==> src/rtl/avg_pkg.sv <==
// avg_pkg: sample type and width shared by the pacer and the averaging filter
package avg_pkg;
   localparam int SAMPLE_W = 8;
   typedef logic signed [SAMPLE_W-1:0] sample_t;
endpackage

==> src/rtl/sample_pacer_if.sv <==
// sample_pacer_if: valid/ready sample stream from the upstream producer
interface sample_pacer_if;
   import avg_pkg::*;
   logic    s_valid;
   logic    s_ready;
   sample_t s_data;
   modport master (output s_valid, output s_data, input s_ready);
   modport slave (input s_valid, input s_data, output s_ready);
endinterface

==> src/rtl/sample_fifo.sv <==
// sample_fifo: register-array FIFO with occupancy counter and combinational head
module sample_fifo
   import avg_pkg::*;
#(
   parameter int DEPTH = 8
) (
   input  logic                         clk,
   input  logic                         rst,
   input  logic                         push_i,
   input  logic                         pop_i,
   input  sample_t                      data_i,
   output sample_t                      data_o,
   output logic                         full_o,
   output logic                         empty_o,
   output logic [$clog2(DEPTH+1)-1:0]   level_o
);
   localparam int PW = $clog2(DEPTH);
   localparam int LW = $clog2(DEPTH+1);
   sample_t         mem_q [DEPTH];
   logic [PW-1:0]   wr_ptr_q, rd_ptr_q;
   logic [LW-1:0]   count_q;
   assign data_o  = mem_q[rd_ptr_q];
   assign full_o  = count_q == LW'(DEPTH);
   assign empty_o = count_q == '0;
   assign level_o = count_q;
   // storage needs no reset; only the pointers and count define validity
   always_ff @(posedge clk) begin
      if (push_i) mem_q[wr_ptr_q] <= data_i;
   end
   // pointers wrap naturally at DEPTH; occupancy tracked separately
   always_ff @(posedge clk) begin
      if (rst) begin
         wr_ptr_q <= '0;
         rd_ptr_q <= '0;
         count_q  <= '0;
      end else begin
         if (push_i) wr_ptr_q <= wr_ptr_q + PW'(1);
         if (pop_i) rd_ptr_q <= rd_ptr_q + PW'(1);
         count_q <= count_q + LW'(push_i) - LW'(pop_i);
      end
   end
endmodule

==> src/rtl/sample_pacer.sv <==
// sample_pacer: buffers samples and strobes them to the filter at a fixed rate
// SAMPLE_PACER_HOLD_LAST_EN: on underrun repeat the last popped sample instead of 0
module sample_pacer
   import avg_pkg::*;
#(
   parameter int DEPTH = 8,
   parameter int DIV_W = 16
) (
   input  logic                         clk,
   input  logic                         rst,
   sample_pacer_if.slave                s_if,
   input  logic                         run_i,
   input  logic [DIV_W-1:0]             div_i,
   output logic                         avg_en_o,
   output sample_t                      x_in_o,
   output logic                         underrun_o,
   output logic [$clog2(DEPTH+1)-1:0]   level_o
);
   logic [DIV_W-1:0] cnt_q, cnt_d;
   logic             avg_en_q, underrun_q;
   sample_t          x_q, x_d, head, fill;
   logic             tick, push, pop, full, empty;
   sample_fifo #(.DEPTH(DEPTH)) u_fifo (
      .clk     (clk),
      .rst     (rst),
      .push_i  (push),
      .pop_i   (pop),
      .data_i  (s_if.s_data),
      .data_o  (head),
      .full_o  (full),
      .empty_o (empty),
      .level_o (level_o)
   );
   assign s_if.s_ready = !full;
   assign push         = s_if.s_valid && !full;
   assign tick         = run_i && (cnt_q >= div_i);
   assign pop          = tick && !empty;
`ifdef SAMPLE_PACER_HOLD_LAST_EN
   assign fill = x_q;
`else
   assign fill = '0;
`endif
   assign avg_en_o   = avg_en_q;
   assign underrun_o = underrun_q;
   assign x_in_o     = x_q;
   // counter restarts on tick or when stopped; x holds between strobes
   always_comb begin
      cnt_d = (!run_i || tick) ? '0 : cnt_q + DIV_W'(1);
      x_d   = tick ? (empty ? fill : head) : x_q;
   end
   // registered strobe outputs; reset also suppresses a pending strobe
   always_ff @(posedge clk) begin
      if (rst) begin
         cnt_q      <= '0;
         avg_en_q   <= 1'b0;
         underrun_q <= 1'b0;
         x_q        <= '0;
      end else begin
         cnt_q      <= cnt_d;
         avg_en_q   <= tick;
         underrun_q <= tick && empty;
         x_q        <= x_d;
      end
   end
endmodule

==> src/flat_wrapper.sv <==
// flat-port wrapper written by rule: the top's interface ports become plain ports
module sample_pacer_flat import avg_pkg::*;
#(
   parameter int DEPTH = 8,
   parameter int DIV_W = 16
)
  (clk, rst, run_i, div_i, avg_en_o, x_in_o, underrun_o, level_o, s_if_s_valid, s_if_s_data, s_if_s_ready);
  sample_pacer_if s_if_i ();
  input  logic clk;
  input  logic rst;
  input  logic run_i;
  input  logic [DIV_W-1:0] div_i;
  output logic avg_en_o;
  output sample_t x_in_o;
  output logic underrun_o;
  output logic [$clog2(DEPTH+1)-1:0] level_o;
  input wire logic [$bits(s_if_i.s_valid)-1:0] s_if_s_valid;
  input wire logic [$bits(s_if_i.s_data)-1:0] s_if_s_data;
  output wire logic [$bits(s_if_i.s_ready)-1:0] s_if_s_ready;
  assign s_if_i.s_valid = s_if_s_valid;
  assign s_if_i.s_data = s_if_s_data;
  assign s_if_s_ready = s_if_i.s_ready;
  sample_pacer #(.DEPTH(DEPTH), .DIV_W(DIV_W)) u_core (.clk(clk), .rst(rst), .s_if(s_if_i), .run_i(run_i), .div_i(div_i), .avg_en_o(avg_en_o), .x_in_o(x_in_o), .underrun_o(underrun_o), .level_o(level_o));
endmodule
==> config.mk <==
export PLATFORM = sky130hd
export DESIGN_NAME = sample_pacer_flat
export DESIGN_NICKNAME = d
export VERILOG_FILES = /design/src/rtl/avg_pkg.sv /design/src/rtl/sample_pacer_if.sv /design/src/rtl/sample_fifo.sv /design/src/rtl/sample_pacer.sv /design/src/flat_wrapper.sv
export SDC_FILE = /design/constraint.sdc
export NUM_CORES = 1
export LEC_CHECK = 0
export BUFFER_PORTS_ARGS = -buffer_cell sky130_fd_sc_hd__clkbuf_2
export CAP_MARGIN = 40
export CORE_UTILIZATION = 58
export DETAILED_ROUTE_END_ITERATION = 10
export PLACE_DENSITY = 0.81
export SETUP_SLACK_MARGIN = 0.3
export SYNTH_ARGS = -nofsm -noshare
export SYNTH_HDL_FRONTEND = slang
export SYNTH_HIERARCHICAL = 1
export SYNTH_SLANG_ARGS = --single-unit
==> constraint.sdc <==
create_clock -name clk -period 8.8 [get_ports clk]
set_input_delay 1.76 -clock clk [delete_from_list [all_inputs] [get_ports clk]]
set_output_delay 1.76 -clock clk [all_outputs]
set_load 0.005 [all_outputs]
======== Word level (Yosys, flattened, before mapping) ========
Memory sizes are Yosys's and may differ from the RTL's. A register that Yosys moved wholly into a read port is not among the register bits.
Cells that the tools add are included.
cells by class
  mux-type cells .......................... 5
  $lt $le $gt $ge ......................... 1
  eq/ne operators ......................... 1
  reductions and logical operators ........ 10
  add/sub/neg operators ................... 5
operator list
  kind                                                             count
  16-bit by 1-bit adder with 16-bit output, second input constant  1
  16-bit greater-or-equal comparator                               1
  8-bit two-way mux                                                1
  3-bit by 1-bit adder with 3-bit output, second input constant    2
  3-bit two-way mux                                                2
  4-bit by 1-bit adder with 4-bit output                           1
  4-bit == test, second input constant                             1
  1-bit logical AND                                                4
  4-bit logical NOT                                                1
  4-bit by 1-bit subtractor with 4-bit output                      1
  1-bit logical NOT                                                3
  1-bit two-way mux                                                2
  2-bit OR reduction                                               1
  1-bit logical OR                                                 1
storage, ports and cells
  memories ................................ 1
  input bits .............................. 28
  memory bits (writable) .................. 64
  bits in registers ....................... 36
  output and inout port bits .............. 15
memory list
  name                 words  bits a word  rd ports  clocked after memory_dff  wr ports  RTL line           text
  u_core.u_fifo.mem_q  8      8            1         1                         1         sample_fifo.sv:19  sample_t mem_q [DEPTH];

======== Depth between registers and ports, before layout ========
  depth in word-level cells ............... 5
  gate-level depth with buffers ........... 15

======== By module ========
The synthesis kept the hierarchy.
modules (own cells, without submodules)
  module        cells each  sequential area each (um2)  area each (um2)  instances
  sample_fifo   163         2,182.1                     3,105.5          1
  sample_pacer  191         520.5                       1,625.3          1

======== Worst setup path after synthesis ========
OpenSTA, ideal clock, no wires.
  path kind ............................... input port to flip-flop
  start point ............................. in div_i[6]
  end point ............................... reg u_core.u_fifo.count_q[2] (netlist: u_core/u_fifo/level_o[2])
  slack ................................... 4.204 ns
  stages on the path ...................... 15
  library setup time ...................... 0.128 ns
  required time ........................... 8.672 ns
  data arrival time ....................... 4.469 ns
  cells stage by stage .................... inv_1 > ha_1 > and3_4 > a221oi_2 > o22ai_1 > or3_1 > clkbuf_1 > and3b_1 > ha_1 > inv_1 > ha_1 > inv_1 > fa_1 > xor2_1 > nor2_1
between the ends
  longest elaborated chain between the ends .. 4
RTL lines
  what                                         RTL line            text
  from (decl)                                  flat_wrapper.sv:12  input logic [DIV_W-1:0] div_i;
  16-bit greater-or-equal comparator           sample_pacer.sv:36  assign tick = run_i && (cnt_q >= div_i);
  1-bit logical AND                            sample_pacer.sv:36
  1-bit logical AND                            sample_pacer.sv:37  assign pop = tick && !empty;
  net u_core.pop                               sample_pacer.sv:22  logic tick, push, pop, full, empty;
  4-bit by 1-bit subtractor with 4-bit output  sample_fifo.sv:39   count_q <= count_q + LW'(push_i) - LW'(pop_i);
  to (signal assigned)                         sample_fifo.sv:39
  to (decl)                                    sample_fifo.sv:21   logic [LW-1:0] count_q;
The timed path passes the listed nets, and every way through them passes these cells.
A chain may end at the register's enable or synchronous reset.

======== Worst setup path after layout ========
Same ends and word-level chain as after synthesis.

==> flow_summary.ini <==
[status]
status = finished clean

[clocking]
cts_resized = 0
path_clk_slew_ns = 0.10
cts.sinks = 103
h-tree-depth = 3
cts_made_buffers = 9
post_cts_buffers = 0
clkLatencyLatePin_ns = 0.38
cts_tree = done
clockBufferDepth = 2
hold_buffers = 0
root_buffer = clkbuf_8

[route]
wl_per_cell_um = 16.14
wl_mm = 8.102
drt-pass1-iter-count = 5
drt_iter0_markers = 119
antenna_left = 0
met3_length_um = 454
vias = 2851
wl_met2_mm = 3.838
via_per_inst = 5.679
wl_met1_mm = 3.689
top_layer_used = met4
drc = 0

[placement]
preCtsSetupSlack_ns = 3.947
portBuffers = 42
dpl_cell_area_sq_mm = 0.005001
dp.cells = 486
place_congestion = 0.7183
hpwl_mm = 5.579

[pwr]
finalPower_mw = 1.006
p_leak_nw = 1.988
max-vdd-ir-drop_v = 0.0001512
powerDensity_mw_per_mm2 = 192.1

[floorplanning]
dieHeight_um = 92.32
rows = 32
die_w_um = 92.32
dieArea_sq_mm = 0.008522
core-area_sq_mm = 0.007807
start_util_pct = 60.59
ioPinCount = 43

[sta]
worst_pin_slew_ns = 0.8984
fin_crit_sh_pct = 50.65
hold_viol_final = 0
fmax_ghz = 0.2244
hold_ws_ns = 0.5128
relSlewSlack_pct = 39.89
grt_setup_unrepaired = no
finalSetupViolCount = 0
finalSetupTns_ns = 0
period_minus_slack_ns = 4.457
finClkSkew_ns = 0.01263
worst_slack_ns = 4.343
drv_slew = 0

[global_route]
grt_overflow = 0
grt_max_degree = 28
grt_pass1_wl_mm = 12.95
grtUsageTotal_pct = 20.61
grt_pass1_vias = 2610
antenna_found_initial = 0

[synth]
synth_top_area_share_pct = 40.62
synthTopCellsByCount = edfxtp_1, nor2_1, dfxtp_1, inv_1, ha_1
synth_cells = 354
yosys-top-cells-area = edfxtp_1, dfxtp_1, mux4_1
syn-cell-area_sq_mm = 0.004731
synth_edf_count = 64
synth_top_area_cell = edfxtp_1
synth_area_per_cell_sq_um = 13.36
async_flop_share_pct = 0
ys.flop_type = edfxtp_1
yosysUniqueCellTypes = 44
ys_ff_latch = 103
synth_nets = 408
yosysMostFrequentCell = edfxtp_1
ys_seq_area_share_pct = 57.13
yosys_warnings = 6

[cells_and_area]
instances_no_fill = 502
antenna_cells = 0
nets = 449
fin_area_sq_mm = 0.005239
utilization_pct = 67.10
fillers = 548
area_delta_synth_final_pct = 10.74
drive_gt1_share_pct = 18.50

[critical_path]
critPathLaunchType = input port
slowest_stage = or3_1
crit_arrival_ns = 4.72
worst-setup-path-type = in2reg
crit_fanout = 11
worstPathRequired_ns = 9.06
crit_path_max_incr_delay_ns = 0.52
path_cells = clkbuf_2 -> inv_1 -> ha_1 -> and3_4 -> a221oi_2 -> o22ai_1 -> or3_1 -> and3b_1 -> ha_1 -> inv_1 -> ha_1 -> inv_1 -> fa_1 -> xor2_1 -> nor2_1
cp-end-kind = flip-flop

[flow_run]
cap_violations = 0

[hold_path]
hp-class = reg2reg
worst max-delay path, delay by kind of cell:
kind | cells | cell delay (ns)
fa+ha+maj | 4 | 1.10
simple gates | 4 | 1.06
xor+xnor | 1 | 0.16
buf+inv | 4 | 0.21
compound gates | 2 | 0.39
logic make-up (layout without fill, tap and decap cells):
kind of cell / Yosys count / after routing / synth area share [%]
mux: 26 / 26 / 11.21
buf+inv: 42 / 88 / 4.047
xor+xnor: 19 / 19 / 3.518
flops: 103 / 103 / 57.13
compound gates: 30 / 30 / 5.581
simple gates: 108 / 108 / 11.48
fa+ha+maj: 26 / 26 / 7.035
layer usage:
layer | global-route usage (%) | vias up
li1 | - | 1403
met1 | 27.49 | 1351
met2 | 32.59 | 85
met3 | 4.844 | 12
met4 | 8.594 | 0
met5 | 0 | -
state kept, by name, indices dropped and copies added, names as in the netlist, named ones only:
signal                  count
u_core/u_fifo/level_o       4
u_core/u_fifo/rd_ptr_q      3
u_core/x_in_o               8
u_core/u_fifo/mem_q        64
u_core/cnt_q               16
u_core/underrun_o           1
u_core/avg_en_o             1
u_core/u_fifo/wr_ptr_q      3
path summary, 6_finish.rpt:
kind	to	slack (ns)	startpoint	cells past startpoint
setup / recovery	u_core/u_fifo/level_o[2]	4.34	div_i[6]	15
hold / removal	u_core/cnt_q[0]	0.51	u_core/cnt_q[0]	1
hold reg to reg	u_core/cnt_q[0]	0.51	u_core/cnt_q[0]	1
setup reg to reg	u_core/u_fifo/level_o[2]	5.39	u_core/cnt_q[0]	14
final cells by class:
class	instances	area, sq um	share of cell area [%]
well taps	102	127.6	2.436
multi-input cells	209	1837	35.06
repair buffers	45	232.7	4.442
clock inverters	7	113.9	2.173
flip-flops and latches	103	2703	51.59
clock buffers	9	123.9	2.364
inverters	27	101.3	1.935
report_power, final:
part | total (mW) | internal [mW] | switching, mW
clock network | 0.338 | 0.166 | 0.171
logic | 0.120 | 0.0532 | 0.0668
registers | 0.549 | 0.537 | 0.0120
total | 1.01 | 0.756 | 0.250
layout by cell type (no fill, tap or decap), types with 2 or more instances in the layout:
master / instances
xnor2_1: 5
clkbuf_2: 42
mux2i_1: 2
ha_1: 25
a21oi_1: 2
and4_1: 4
edfxtp_1: 64
o21a_1: 2
nand3_1: 16
o21ai_0: 2
xor2_1: 14
nor2b_1: 3
mux4_1: 16
a41oi_1: 8
a211oi_1: 2
clkbuf_8: 9
nand2b_1: 13
o221ai_1: 8
inv_1: 27
clkinv_4: 2
nand4_1: 2
mux2_2: 8
nor3b_1: 2
nand2_1: 11
dfxtp_1: 39
nor3_1: 4
nor2_1: 45
buf_4: 3
bufinv_16: 2
No activity file was read; power rests on OpenSTA's default activity.
